<file path="config.mk">
export PLATFORM = sky130hd
export DESIGN_NAME = vga_fb_scheduler
export DESIGN_NICKNAME = d
export VERILOG_FILES = /design/src/rtl/vga_fb_scheduler.sv
export SDC_FILE = /design/constraint.sdc
export NUM_CORES = 1
export LEC_CHECK = 0
export ABC_AREA = 1
export CORE_AREA = 2 2 118 91
export CTS_CLUSTER_DIAMETER = 30
export DETAILED_ROUTE_END_ITERATION = 8
export DIE_AREA = 0 0 120 93
export DONT_BUFFER_PORTS = 1
export PLACE_DENSITY = 0.53
export SLEW_MARGIN = 10
export SYNTH_ARGS = -nofsm -noshare
export SYNTH_HDL_FRONTEND = slang
export SYNTH_SLANG_ARGS = --single-unit
</file>
<file path="constraint.sdc">
create_clock -name clk -period 5.1 [get_ports clk]
set_input_delay 0.51 -clock clk [delete_from_list [all_inputs] [get_ports clk]]
set_output_delay 0.51 -clock clk [all_outputs]
set_load 0.02 [all_outputs]
</file>
<file path="src/rtl/vga_fb_scheduler.sv">
// vga_fb_scheduler: shares one framebuffer port between the per-line fetch
// into the line buffer and PPU writes. A fetch of NES line n copies 256
// pixels from the framebuffer into the back line-buffer bank, one scanline
// pair ahead of display.
// Optional build macro FB_SCHED_RR_EN: round-robin fetch/PPU arbitration
// under contention. When it is undefined, the fetch has fixed priority.
module vga_fb_scheduler (
    input  logic        clk,
    input  logic        rst,
    input  logic        en,
    input  logic [9:0]  h_cnt,
    input  logic [9:0]  v_cnt,
    input  logic        ppu_wr_req,
    input  logic [15:0] ppu_wr_addr,
    input  logic [5:0]  ppu_wr_data,
    output logic        ppu_wr_ack,
    output logic [15:0] fb_addr,
    output logic        fb_we,
    output logic [5:0]  fb_wdata,
    input  logic [5:0]  fb_rdata,
    output logic        lb_we,
    output logic [7:0]  lb_addr,
    output logic [5:0]  lb_wdata,
    output logic        lb_bank,
    output logic        fetch_overrun
);

    localparam logic [1:0] IDLE  = 2'd0;
    localparam logic [1:0] FETCH = 2'd1;
    localparam logic [1:0] DRAIN = 2'd2;

    logic [1:0] state;
    logic [7:0] line;
    logic [7:0] col;
    logic       rd_pend;
    logic [7:0] rd_col;

    logic [9:0] v_next;
    logic [8:0] next_line;
    logic       trigger;
    logic       toggle;
    logic       start_fetch;
    logic [7:0] start_line;

    logic       fetch_rq;
    logic       ppu_rq;
    logic       grant_fetch;
    logic       grant_ppu;

`ifdef FB_SCHED_RR_EN
    logic       rr_ppu;
`endif

    // Decode the end-of-line trigger into bank toggle and fetch start
    always_comb begin
        v_next      = (v_cnt == 10'd524) ? '0 : v_cnt + 10'd1;
        next_line   = v_next[9:1] + 9'd1;
        trigger     = en && (h_cnt == 10'd799);
        toggle      = 1'b0;
        start_fetch = 1'b0;
        start_line  = '0;
        if (trigger) begin
            if (v_next == 10'd523) begin
                start_fetch = 1'b1;
            end else if (!v_next[0] && (v_next < 10'd480)) begin
                toggle = 1'b1;
                if (next_line <= 9'd239) begin
                    start_fetch = 1'b1;
                    start_line  = next_line[7:0];
                end
            end
        end
    end

    // Framebuffer port arbitration; a PPU request is ignored in its ack cycle
    always_comb begin
        fetch_rq = (state == FETCH);
        ppu_rq   = ppu_wr_req && !ppu_wr_ack;
`ifdef FB_SCHED_RR_EN
        grant_fetch = fetch_rq && (!ppu_rq || !rr_ppu);
`else
        grant_fetch = fetch_rq;
`endif
        grant_ppu = ppu_rq && !grant_fetch;
    end

`ifdef FB_SCHED_RR_EN
    // Round-robin pointer: after a fetch grant favour the PPU and vice versa
    always_ff @(posedge clk) begin
        if (rst) begin
            rr_ppu <= 1'b0;
        end else if (grant_fetch) begin
            rr_ppu <= 1'b1;
        end else if (grant_ppu) begin
            rr_ppu <= 1'b0;
        end
    end
`endif

    // Fetch FSM; a fetch start later in the block overrides DRAIN/IDLE moves
    always_ff @(posedge clk) begin
        if (rst) begin
            state <= IDLE;
            line  <= '0;
            col   <= '0;
        end else begin
            if (grant_fetch) begin
                col <= col + 8'd1;
                if (col == 8'hFF) begin
                    state <= DRAIN;
                end
            end
            if ((state == DRAIN) && !rd_pend && lb_we) begin
                state <= IDLE;
            end
            if (start_fetch) begin
                state <= FETCH;
                line  <= start_line;
                col   <= '0;
            end
        end
    end

    // Framebuffer port registers and PPU acknowledge
    always_ff @(posedge clk) begin
        if (rst) begin
            fb_addr    <= '0;
            fb_wdata   <= '0;
            fb_we      <= 1'b0;
            ppu_wr_ack <= 1'b0;
        end else begin
            fb_we      <= 1'b0;
            ppu_wr_ack <= 1'b0;
            if (grant_fetch) begin
                fb_addr <= {line, col};
            end else if (grant_ppu) begin
                fb_addr    <= ppu_wr_addr;
                fb_wdata   <= ppu_wr_data;
                fb_we      <= 1'b1;
                ppu_wr_ack <= 1'b1;
            end
        end
    end

    // Read pipeline: read issued, then line-buffer write when data returns
    always_ff @(posedge clk) begin
        if (rst) begin
            rd_pend <= 1'b0;
            rd_col  <= '0;
            lb_we   <= 1'b0;
            lb_addr <= '0;
        end else begin
            rd_pend <= grant_fetch;
            if (grant_fetch) begin
                rd_col <= col;
            end
            lb_we <= rd_pend;
            if (rd_pend) begin
                lb_addr <= rd_col;
            end
        end
    end

    // Line-buffer data comes straight from the framebuffer read port
    always_comb begin
        lb_wdata = lb_we ? fb_rdata : '0;
    end

    // Display bank selection and sticky overrun flag
    always_ff @(posedge clk) begin
        if (rst) begin
            lb_bank       <= 1'b0;
            fetch_overrun <= 1'b0;
        end else begin
            if (toggle) begin
                lb_bank <= ~lb_bank;
            end
            if (start_fetch && (state != IDLE)) begin
                fetch_overrun <= 1'b1;
            end
        end
    end

endmodule

</file>
==> results.tsv <==
metric	value	unit
result_of_the_run	completed	
p_clk_share	50.4	%
dr_total_vias	2577	
timing.critical_path.slowest_stage_cell	sky130_fd_sc_hd__nor2_2	
cts_setup_buffers	0	
cts_made_buffers	9	
ctsRootBufferMaster	sky130_fd_sc_hd__clkbuf_16	
place.port_buffers	0	
synth-warning-count	0	
finish.utilization	33.2	%
power.net_switching	0.277	mW
cp_top_family	simple AND/OR/NAND/NOR gates	
fin_hold_ws	253	ps
clk_pin_slew	50	ps
tightestPinTransition	915	ps
skew	7.62	ps
ctsHoldBuffers	0	
grt_overflow	0	
critPathBufInv	3	
setup_repair_after_global_routing_missed_its_margin	false	
critPathRequiredTime	5310	ps
most_used_cells_in_the_layout_excluding_fill_and_tap_cells	sky130_fd_sc_hd__nand2_1, sky130_fd_sc_hd__dfxtp_1, sky130_fd_sc_hd__nor2_1, sky130_fd_sc_hd__inv_1, sky130_fd_sc_hd__o21ai_0	
first_pass_iters	4	
detail_route.drc_violations	0	
worst_path_arrival	2750	ps
cap_violations	0	
worst_ir_drop_vdd	0.148	mV
via_count_of_the_first_global_routing_pass	2353	
final_hold_violations	0	
initial_antenna_violation_count	0	
cp_common_cell	sky130_fd_sc_hd__inv_1	
max_freq	0.394	GHz
maxSlewHeadroom	38.9	%
n_fill_cell	1064	
clk_latency	330	ps
cts_buffer_depth	2	
h-tree-depth	3	
setup_viol	0	
clock_tree_from_tritoncts	built	
die_w	120	µm
power.switching_fraction	23.5	%
power.total	1.18	mW
overall_global_routing_usage	13.7	%
whs_path_depth	1	
timing_worst_setup_path_type	flop to flop	
post_synth_inst_count	409	
final_common_cell	sky130_fd_sc_hd__nand2_1	
crit_path_max_incr_delay	520	ps
endpoint_type_of_the_worst_setup_path	flop	
cellLeakagePower	1.40	nW
wl_per_cell	13.8	µm
synthToLayoutAreaGrowth	13.3	%
timing.critical_path.fanout_max	18	
initialDrtViolationCount	162	
comb_power_share	6.1	%
number_of_inserted_diodes	0	
drt_antenna_net_count	0	
slew_violations	0	
rr_worst_depth	10	
ys_seq_area_share	41.4	%
power.internal	0.901	mW
fp.dieArea	11200	µm²
final_layout_size_suffix_gt1_share	13.4	%
layout_worst_path_cycle_share	49.8	%
die_y	93	µm
io-pin-count	93	
drt-total-wl	7.57	mm
maximum_number_of_pins_on_one_net_before_global_route_repair	31	
yosysUniqueCellTypes	38	
postSynthNetCount	467	
p_seq_share	43.5	%
tns	0	ps
cts_repair_resize_count	0	
dpl.hpwl	5.62	mm
average_instance_area_after_synthesis	7.20	µm²
coreArea	10000	µm²
min_path_type	input port to flop	
setup.worst_path.start_class	flop	
initial_utilization	29.3	%
vias_per_cell	4.71	
placementRows	32	
routabilityCongestion	0.812	
numClockSinks	61	
grt_pass1_wl	12.0	mm
mappedNetlistArea	2950	µm²
layout.nets	464	
worstSetupPathDepth	10	
cellPowerDensity	353	nW/µm²
period_needed	2540	ps
synth_seq_cells	61	
critical_path.cell_chain	inv_1 -> nor2_2 -> inv_1 -> nor2_1 -> inv_1 -> nor2_1 -> and2_1 -> nand4_1 -> xor2_1 -> nor2_2	
==> sequential cells by signal (all words and copies together) (netlist names) <==
register and flops:
lb_addr 8, fb_we 1, fetch_overrun 1, lb_we 1, fb_wdata 6, line 8
lb_bank 1, fb_addr 16, col 8, rd_col 8, state 2, rd_pend 1
==> power by group through the flow <==
| stage | clock network [mW] | registers [mW] | logic [mW] |
|---|---|---|---|
| floorplan | 0 | 0.519 | 0.0637 |
| CTS | 0.606 | 0.512 | 0.0722 |
| global placement | 0 | 0.522 | 0.0703 |
| global route | 0.622 | 0.513 | 0.0829 |
| finish | 0.594 | 0.512 | 0.0716 |
| detailed placement | 0 | 0.522 | 0.0720 |
==> per-layer routing <==
layer  global-route usage [%]  part of all wire (%)
met3                     5.49                   8.2
met2                     19.5                    41
met1                     18.9                    50
met5                        0                     0
met4                     4.41                   1.1
==> cells by family (layout without fill, tap and decap cells) <==
| kind of cell | count (synthesis) | count (layout) | share of synthesized area (%) |
|---|---|---|---|
| buf+inv | 55 | 57 | 7.81 |
| fa+ha+maj | 6 | 6 | 2.55 |
| flops | 61 | 61 | 41.4 |
| compound gates | 59 | 59 | 11.5 |
| simple gates | 222 | 222 | 34.9 |
| xor+xnor | 6 | 6 | 1.78 |
==> through the flow <==
step	cell area (µm²)	setup WS (ps)	std cells
finish	3340	2560	547
global route	3340	2190	547
CTS	3340	2570	547
detailed placement	3050	2250	531
global placement	3050	2350	531
floorplan	2950	2760	409
==> cell type report <==
cell class                      instances  area [µm²]  area share (%)
Sequential cell                        61        1220            36.6
Clock inverter                          5        50.0            1.50
Inverter                               40         151            4.54
Timing Repair Buffer                    1        7.51           0.225
Clock buffer                           11         243            7.27
Tap cell                              136         170            5.10
Multi-Input combinational cell        293        1500            44.8
==> path summary, 6_finish.rpt <==
path	start	end	slack, ps
setup / recovery	state[0]$_SDFFE_PP0P_	col[7]$_SDFFE_PP0P_	2560
setup reg to reg	state[0]$_SDFFE_PP0P_	col[7]$_SDFFE_PP0P_	2560
hold reg to reg	rd_col[5]$_SDFFE_PP0P_	rd_col[5]$_SDFFE_PP0P_	450
hold / removal	rst	fb_addr[10]$_SDFFE_PP0P_	250
==> cells in the mapped netlist (all sizes together) <==
library cell  number  area [µm²]
and3b              1        8.76
and3               1        6.26
nand3b             1        7.51
nand2            105         407
nor4               2        18.8
nand4             12        75.1
a31oi             14        87.6
a21oi             12        67.6
or2                1        6.26
nor3               6        45.0
o21bai             2        15.0
nor2              69         302
o21ai             29         153
clkbuf            10        37.5
dfxtp             61        1220
xnor2              2        17.5
xor2               4        35.0
buf                5        41.3
and2               1        6.26
ha                 6        75.1
a221oi             1        8.76
o21a               1        8.76
inv               38         143
nand3             23         145
clkinv             2        8.75
No activity file was read; power rests on OpenSTA's default activity.
